File: config.mk
export PLATFORM = sky130hd
export DESIGN_NAME = wd_servicer
export DESIGN_NICKNAME = d
export VERILOG_FILES = /design/src/rtl/wd_servicer.sv
export SDC_FILE = /design/constraint.sdc
export NUM_CORES = 1
export LEC_CHECK = 0
export ABC_AREA = 1
export BUFFER_PORTS_ARGS = -buffer_cell sky130_fd_sc_hd__buf_2
export CAP_MARGIN = 5
export CORE_MARGIN = 4
export CORE_UTILIZATION = 51
export CTS_CLUSTER_SIZE = 14
export DETAILED_ROUTE_END_ITERATION = 8
export PLACE_DENSITY = 0.74
export SYNTH_ARGS = -nofsm -noshare
export SYNTH_HDL_FRONTEND = slang
export SYNTH_SLANG_ARGS = --single-unit
export TNS_END_PERCENT = 1
File: constraint.sdc
create_clock -name CLK -period 2.85 [get_ports CLK]
set_clock_uncertainty 0.2 [all_clocks]
set_input_delay 0.1425 -clock CLK [delete_from_list [all_inputs] [get_ports CLK]]
set_output_delay 0.1425 -clock CLK [all_outputs]
set_load 0.01 [all_outputs]
File: src/rtl/wd_servicer.sv
// rtl/wd_servicer.sv - watchdog service-side controller: heartbeat-gated service pulse with late rescue and sticky fault
module wd_servicer #(
    parameter int MISS_W = 4
) (
    input  logic              CLK,
    input  logic              WDRST,
    input  logic [7:0]        FWLEN,
    input  logic [7:0]        SRV_OFFSET,
    input  logic              ALIVE,
    input  logic              FW_OVR,
    output logic              WDSRVC,
    output logic              LATE,
    output logic              FAULT,
    output logic              CFG_ERR,
    output logic [MISS_W-1:0] MISS_CNT
);

    typedef enum logic [1:0] {
        ST_RUN   = 2'd0,
        ST_HOLD  = 2'd1,
        ST_FAULT = 2'd2
    } state_t;

    state_t            state_q, state_d;
    logic [7:0]        cnt_q, cnt_d;
    logic              alive_q, alive_d;
    logic              srv_q, srv_d;
    logic              late_q, late_d;
    logic [MISS_W-1:0] miss_q, miss_d;
    logic [7:0]        fw_last;
    logic [7:0]        off;

    assign fw_last  = FWLEN - 8'd1;
    assign off      = (SRV_OFFSET > fw_last) ? fw_last : SRV_OFFSET;
    assign CFG_ERR  = (FWLEN == 8'd0);
    assign WDSRVC   = srv_q;
    assign LATE     = late_q;
    assign FAULT    = (state_q == ST_FAULT);
    assign MISS_CNT = miss_q;

    always_comb begin
        state_d = state_q;
        cnt_d   = cnt_q;
        alive_d = alive_q | ALIVE;
        srv_d   = 1'b0;
        late_d  = 1'b0;
        miss_d  = miss_q;
        case (state_q)
            ST_RUN: begin
                if (FW_OVR) begin
                    state_d = ST_FAULT;
                end else if (CFG_ERR) begin
                    state_d = ST_HOLD;
                end else if (cnt_q == off) begin
                    // A decision landing on a pulse cycle waits one cycle so pulses never abut
                    if (!srv_q) begin
                        if (alive_q) begin
                            srv_d   = 1'b1;
                            cnt_d   = 8'd0;
                            alive_d = ALIVE;
                        end else begin
                            state_d = ST_HOLD;
                            if (miss_q != {MISS_W{1'b1}}) begin
                                miss_d = miss_q + MISS_W'(1);
                            end
                        end
                    end
                end else if (cnt_q != 8'hFF) begin
                    cnt_d = cnt_q + 8'd1;
                end
            end
            ST_HOLD: begin
                if (FW_OVR) begin
                    state_d = ST_FAULT;
                end else if (ALIVE && !CFG_ERR) begin
                    srv_d   = 1'b1;
                    late_d  = 1'b1;
                    cnt_d   = 8'd0;
                    alive_d = 1'b0;
                    state_d = ST_RUN;
                end
            end
            ST_FAULT: begin
                alive_d = alive_q;
            end
            default: begin
                state_d = ST_FAULT;
            end
        endcase
    end

    always_ff @(posedge CLK) begin
        if (WDRST) begin
            state_q <= ST_RUN;
            cnt_q   <= 8'd0;
            alive_q <= 1'b0;
            srv_q   <= 1'b0;
            late_q  <= 1'b0;
            miss_q  <= '0;
        end else begin
            state_q <= state_d;
            cnt_q   <= cnt_d;
            alive_q <= alive_d;
            srv_q   <= srv_d;
            late_q  <= late_d;
            miss_q  <= miss_d;
        end
    end

endmodule

== After elaboration in Yosys (flattened, before gate mapping) ==
Index checks and enable logic that the tools add are counted.
Widths: inputs -> output; s select.

* Add/sub/neg operators: 3
* $lt $le $gt $ge: 1
* Equality and inequality tests: 16
* Multiplexer cells: 34
* Bitwise logic cells: 7
* Reduce and logical (&&, ||, !) cells: 9

{| class="wikitable"
|+ Operator list
! kind !! number
|-
| $mux 8 || 9
|-
| $ne 4x4->1 const B || 4
|-
| $pmux 8 s2 || 1
|-
| $mux 1 || 14
|-
| $mux 2 || 7
|-
| $ne 3x3->1 const B || 4
|-
| $add 8x1->8 const B || 1
|-
| $eq 8x8->1 || 1
|-
| $gt 8x8->1 || 1
|-
| $logic_not 8->1 || 1
|-
| $ne 2x2->1 const B || 4
|-
| $ne 8x8->1 const B || 1
|-
| $reduce_and 8->1 || 1
|-
| $sub 8x1->8 const B || 1
|-
| $reduce_and 7->1 || 1
|-
| $not 1->1 || 6
|-
| $pmux 2 s3 || 1
|-
| $reduce_and 5->1 || 1
|-
| $add 4x1->4 const B || 1
|-
| $pmux 1 s3 || 1
|-
| $eq 2x1->1 const B || 1
|-
| $eq 2x2->1 const B || 1
|-
| $logic_not 2->1 || 1
|-
| $pmux 1 s2 || 1
|-
| 5 further kinds || 5
|}

* Register bits: 17
* Input bits: 20
* Output and inout bits: 8
* Word-level logic and storage cells: 76

== Longest topological paths before layout ==
* Depth after elaboration: 8
* Depth in mapped cells: 28
* Gate-level depth less buffers: 27

== Worst setup path before layout ==
No wires, ideal clock.

* Path kind: input-to-reg
* From: in FWLEN[0]
* To: reg cnt_q[3]
* Arrival time: 2471 ps
* Data required time: 2536 ps
* Setup slack: 66 ps
* Stages on the path: 28
* Path buffers: 2
* Cell sequence: inv_2 > ha_1 > nand3_2 > clkinv_1 > nand2_1 > nand2_1 > ha_1 > nand2_2 > nor2_4 > nand2_1 > nand2_2 > buf_6 > nand3b_2 > nand2_1 > nand2_1 > nand2_1 > nand2_1 > nor2_2 > nand2_2 > nand2_1 > nand2_1 > nand2_1 > nand2_2 > nand2_2 > buf_6 > nand2_1 > nand2_1 > nor2_2

* Word-level cells in the longest chain between the ends: 8
* Elaborated cells on any way between the ends: 17
* Classes of those cells: add/sub (1); order compare (1); eq/ne (6); mux (5); reduce/logical (4)

{| class="wikitable"
|+ Ends and longest elaborated chain
! element !! RTL line !! RTL
|-
| start: declaration || 7 || <nowiki>input logic [7:0] FWLEN,</nowiki>
|-
| $sub 8x1->8 || 33 || <nowiki>assign fw_last = FWLEN - 8'd1;</nowiki>
|-
| $gt 8x8->1 || 34 || <nowiki>assign off = (SRV_OFFSET > fw_last) ? fw_last : SRV_OFFSET;</nowiki>
|-
| $mux 8 || 34 ||
|-
| $eq 8x8->1 || 54 || <nowiki>end else if (cnt_q == off) begin</nowiki>
|-
| $mux 8 || 54 ||
|-
| $mux 8 || 52 || <nowiki>end else if (CFG_ERR) begin</nowiki>
|-
| $mux 8 || 50 || <nowiki>if (FW_OVR) begin</nowiki>
|-
| $pmux 8 s2 || 48 || <nowiki>case (state_q)</nowiki>
|-
| end signal: assignment || 102 || <nowiki>cnt_q <= cnt_d;</nowiki>
|-
| end: declaration || 25 || <nowiki>logic [7:0] cnt_q, cnt_d;</nowiki>
|}

Several ways; a longest one is shown, not always the timed one. The select of a mux whose other input is x is not followed.
A chain may end at the register's enable or synchronous reset.

== Final worst setup path ==
* From: in FWLEN[3]
* To: reg miss_q[1] (netlist: MISS_CNT[1])

* Word-level cells in the longest chain between the ends: 5
* Elaborated cells on any way between the ends: 7
* Classes of those cells: add/sub (1); order compare (1); eq/ne (1); mux (1); bitwise (1); reduce/logical (2)

{| class="wikitable"
|+ Ends and longest elaborated chain
! element !! RTL line !! RTL
|-
| $sub 8x1->8 || 33 ||
|-
| $gt 8x8->1 || 34 ||
|-
| $mux 8 || 34 ||
|-
| $eq 8x8->1 || 54 ||
|-
| $reduce_and 7->1 (no line) (*) || - ||
|-
| end signal: assignment || 106 || <nowiki>miss_q <= miss_d;</nowiki>
|-
| end: declaration || 29 || <nowiki>logic [MISS_W-1:0] miss_q, miss_d;</nowiki>
|}

Mark *: on every way between the ends. The rest lies on a longest branch, timed or not.

==> flow_metrics.env <==
export IMPL_fin_area_um2=2344
export IMPL_fin_crit_sh=0.9716
export IMPL_min_period_ps=2769
export IMPL_seq_area_um2=340.3
export IMPL_power_density_nw_per_um2=305.5
export IMPL_min_path_type="primary input to flip-flop"
export IMPL_place_congestion=0.8533
export IMPL_synthDominantCellAreaShare=0.2007
export IMPL_fillers=260
export IMPL_synthToLayoutAreaGrowth_pct=38.23
export IMPL_fmax_mhz=361.1
export IMPL_clk_pin_slew_worst_paths_ps=100
export IMPL_num_vias=1872
export IMPL_fin_hold_ws_ps=308.9
export IMPL_fin_cells=380
export IMPL_grt_pass1_vias=1602
export IMPL_critical_path_max_fanout=7
export IMPL_grt_pass1_wl_um=6948
export IMPL_floorplan_rows=20
export IMPL_antenna_found_initial=0
export IMPL_avgSynthCellArea_um2=6.120
export IMPL_routed_wl_um=4228
export IMPL_drtIter0Drc=162
export IMPL_core_area_um2=3128
export IMPL_power_frac_comb=0.446
export IMPL_fin_nets=369
export IMPL_post_drt_wl_per_cell_um=11.13
export IMPL_cts_buffers=3
export IMPL_drv_slew=0
export IMPL_ios=28
export IMPL_placed_area_um2=2061
export IMPL_synth_cell_type_count=34
export IMPL_drv_cap=0
export IMPL_synth_net_count=309
export IMPL_cp_end_kind="flip-flop"
export IMPL_max_stage_delay_ps=290
export IMPL_grt_max_degree=14
export IMPL_ys_async_sr_fraction=0
export IMPL_setup_violations=0
export IMPL_switchingPower_w=0.0002759
export IMPL_start_kind="primary input"
export IMPL_die_x_um=65.66
export IMPL_p_sw_frac=0.3854
export IMPL_grt_usage=0.2002
export IMPL_max_slew_margin_rel=0.3948
export IMPL_die_h_um=65.66
export IMPL_cts_sinks=17
export IMPL_critPathKind="primary input to flip-flop"
export IMPL_dp_cells=372
export IMPL_power_internal_w=0.0004400
export IMPL_diodes=0
export IMPL_rsz0062_at_grt="yes"
export IMPL_via_per_inst=4.926
export IMPL_cpMostUsedCell="nand2_1"
export IMPL_drc=0
export IMPL_synth_edf_count=0
export IMPL_ys_seq_elements=17
export IMPL_hold_viol_final=0
export IMPL_p_leak_nw=1.207
export IMPL_multi_input_area_um2=1355
export IMPL_start_util=0.5420
export IMPL_cts_root_buffer="clkbuf_4"
export IMPL_port_buffers=27
export IMPL_detail_route_antenna_nets=0
export IMPL_worstMarginPinSlew_ps=902.4
export IMPL_synth_yosys_warnings=0
export IMPL_syn_inst=277
export IMPL_dpl_hpwl_um=3233
export IMPL_status="complete, no violations"
export IMPL_synth_main_ff_cell="dfxtp_1"
export IMPL_path_delay_family="simple AND/OR/NAND/NOR gates"
export IMPL_insertion_delay_ps=290
export IMPL_drive_gt1_frac=0.3244
export IMPL_htree_levels=1
export IMPL_crit_arrival_ps=2760
export IMPL_seq_area_frac_synth=0.2007
export IMPL_grt_overflow_total=0
export IMPL_cts_tree="built"
export IMPL_synth_area_leaders="dfxtp_1 (20%), nand2_1 (17%), ha_1 (8.9%)"
export IMPL_cp_num_buf_inv=5
export IMPL_yosysTopAreaCell="dfxtp_1"
export IMPL_cp_slowest_cell="ha_1"
export IMPL_post_cts_setup_buffers=0
export IMPL_cts_buffer_depth=2
export IMPL_pwr_share_clk=0.180
export IMPL_firstDrtPassIters=4
export IMPL_ff2ff_setup_slack_ps=550
export IMPL_die_area_um2=4311
export IMPL_synthesis_area_um2=1695
export IMPL_required_ps=2840
export IMPL_cp_cell_sequence="buf_2 > nor2_2 > nand2_1 > xor2_2 > ha_1 > nand2_2 > nor2_4 > nand2_2 > nand2_4 > buf_6 > nand3b_1 > nand2_1 > nand2_1 > nand2_1 > nand2_2 > nor2_4 > nand2_4 > buf_6 > nor3_4 > buf_6 > inv_4 > nor2_2 > nor2_1"
export IMPL_p_seq_frac=0.373
export IMPL_ir_drop_v=0.0002328
==> stage by stage <==
| stage | setup TNS, ps | setup WS (ps) | util | power [W] |
|---|---|---|---|---|
| CTS | 0 | 10.31 | 0.6788 | 0.0006729 |
| global route | -1163 | -112.0 | 0.7492 | 0.0007783 |
| detailed placement | -3745 | -315.4 | 0.6588 | 0.0005392 |
| global placement | -2708 | -236.2 | 0.6588 | 0.0005352 |
| floorplan | 0 | 65.51 | - | 0.0004582 |
| finish | 0 | 80.81 | 0.7492 | 0.0007159 |
==> registers in the layout, summed over array words and instances (netlist names) <==
register and flops:
LATE 1, MISS_CNT 4, WDSRVC 1, alive_q 1, cnt_q 8, state_q 2
==> cells in the mapped netlist, types with 2 or more instances <==
cell type  number
a21oi_1         8
buf_6           2
dfxtp_1        17
ha_1           12
inv_1          36
inv_2           2
nand2_1        76
nand2_2        10
nand3_1        28
nand3_2         5
nor2_1         37
nor2_2          7
nor2_4          2
nor3_1          6
o21ai_0         5
xnor2_1         2
xor2_1          5
==> worst reg2reg max path, cell delays in order, from the launching register on <==
cell	delay (ps)
dfxtp_1	430
ha_1	200
nand2_1	80
nor3_1	370
nand2_1	100
nor2_1	160
nand2_1	70
nand2_1	60
nand2_1	40
nand2_1	90
nand2_4	80
nand2_4	110
inv_1	70
nor2_1	80
nor2_1	40
==> final timing paths <==
| kind | to | cells after the start | from |
|---|---|---|---|
| max | MISS_CNT[1] | 23 | FWLEN[3] |
| min | LATE | 7 | FWLEN[2] |
| max reg2reg | cnt_q[7] | 14 | cnt_q[0] |
| min reg2reg | MISS_CNT[3] | 2 | MISS_CNT[3] |
==> timing repair <==
item | in CTS | in global routing
cloned | 0 | 1
pin swaps | 0 | 22
gates resized for setup | 1 | 47
endpoints found under the setup margin | 3 | 15
hold buffers | 3 | 0
hold endpoints to repair | 7 | 0
==> metal layers <==
| layer | up-vias | GRT usage | wire (um) |
|---|---|---|---|
| met2 | 45 | 0.2966 | 1930 |
| met1 | 822 | 0.3021 | 2045 |
| met3 | 4 | 0.04274 | 229 |
| met4 | 0 | 0.02332 | 23 |
| met5 | - | 0 | 0 |
| li1 | 1001 | - | - |
==> cells by family after synthesis <==
family / count (synthesis) / synth area share
flip-flops: 17 / 0.2007
AO/OA/AOI/OAI: 20 / 0.06938
AND/OR/NAND/NOR: 177 / 0.4886
buffers and inverters: 43 / 0.1070
XOR/XNOR: 8 / 0.04576
adder cells (fa/ha/maj): 12 / 0.08856
==> power groups by stage <==
stage	Combinational, W	Clock [W]	Sequential, W
floorplan	0.000191	0	0.000268
global placement	0.000263	0	0.000272
detailed placement	0.000267	0	0.000272
CTS	0.000273	0.000133	0.000267
global route	0.000361	0.000148	0.000269
finish	0.000320	0.000129	0.000267
==> final cells by class <==
class,count,area share
inverter,39,0.06460
multi-input combinational,218,0.5782
sequential,17,0.1452
clock buffer,3,0.009610
tap,44,0.02349
clock inverter,1,0.002136
timing repair buffer,58,0.1767
==> placed cells by master, fill, tap and decap left out, types with 2 or more instances in the layout <==
master / instances
nand2_1: 73
inv_1: 34
nor2_1: 31
nand3_1: 26
buf_2: 25
buf_4: 21
dfxtp_1: 17
nor2_2: 9
buf_6: 9
nand2_2: 8
ha_1: 8
a21oi_1: 7
nor2_4: 6
nand3_2: 6
nor3_1: 6
nand2_4: 5
xor2_1: 4
o21ai_0: 4
ha_4: 4
clkbuf_4: 3
dlygate4sd3_1: 3
inv_2: 2
inv_4: 2
xor2_2: 2
xnor2_1: 2
(Power assumes the default switching activity.)
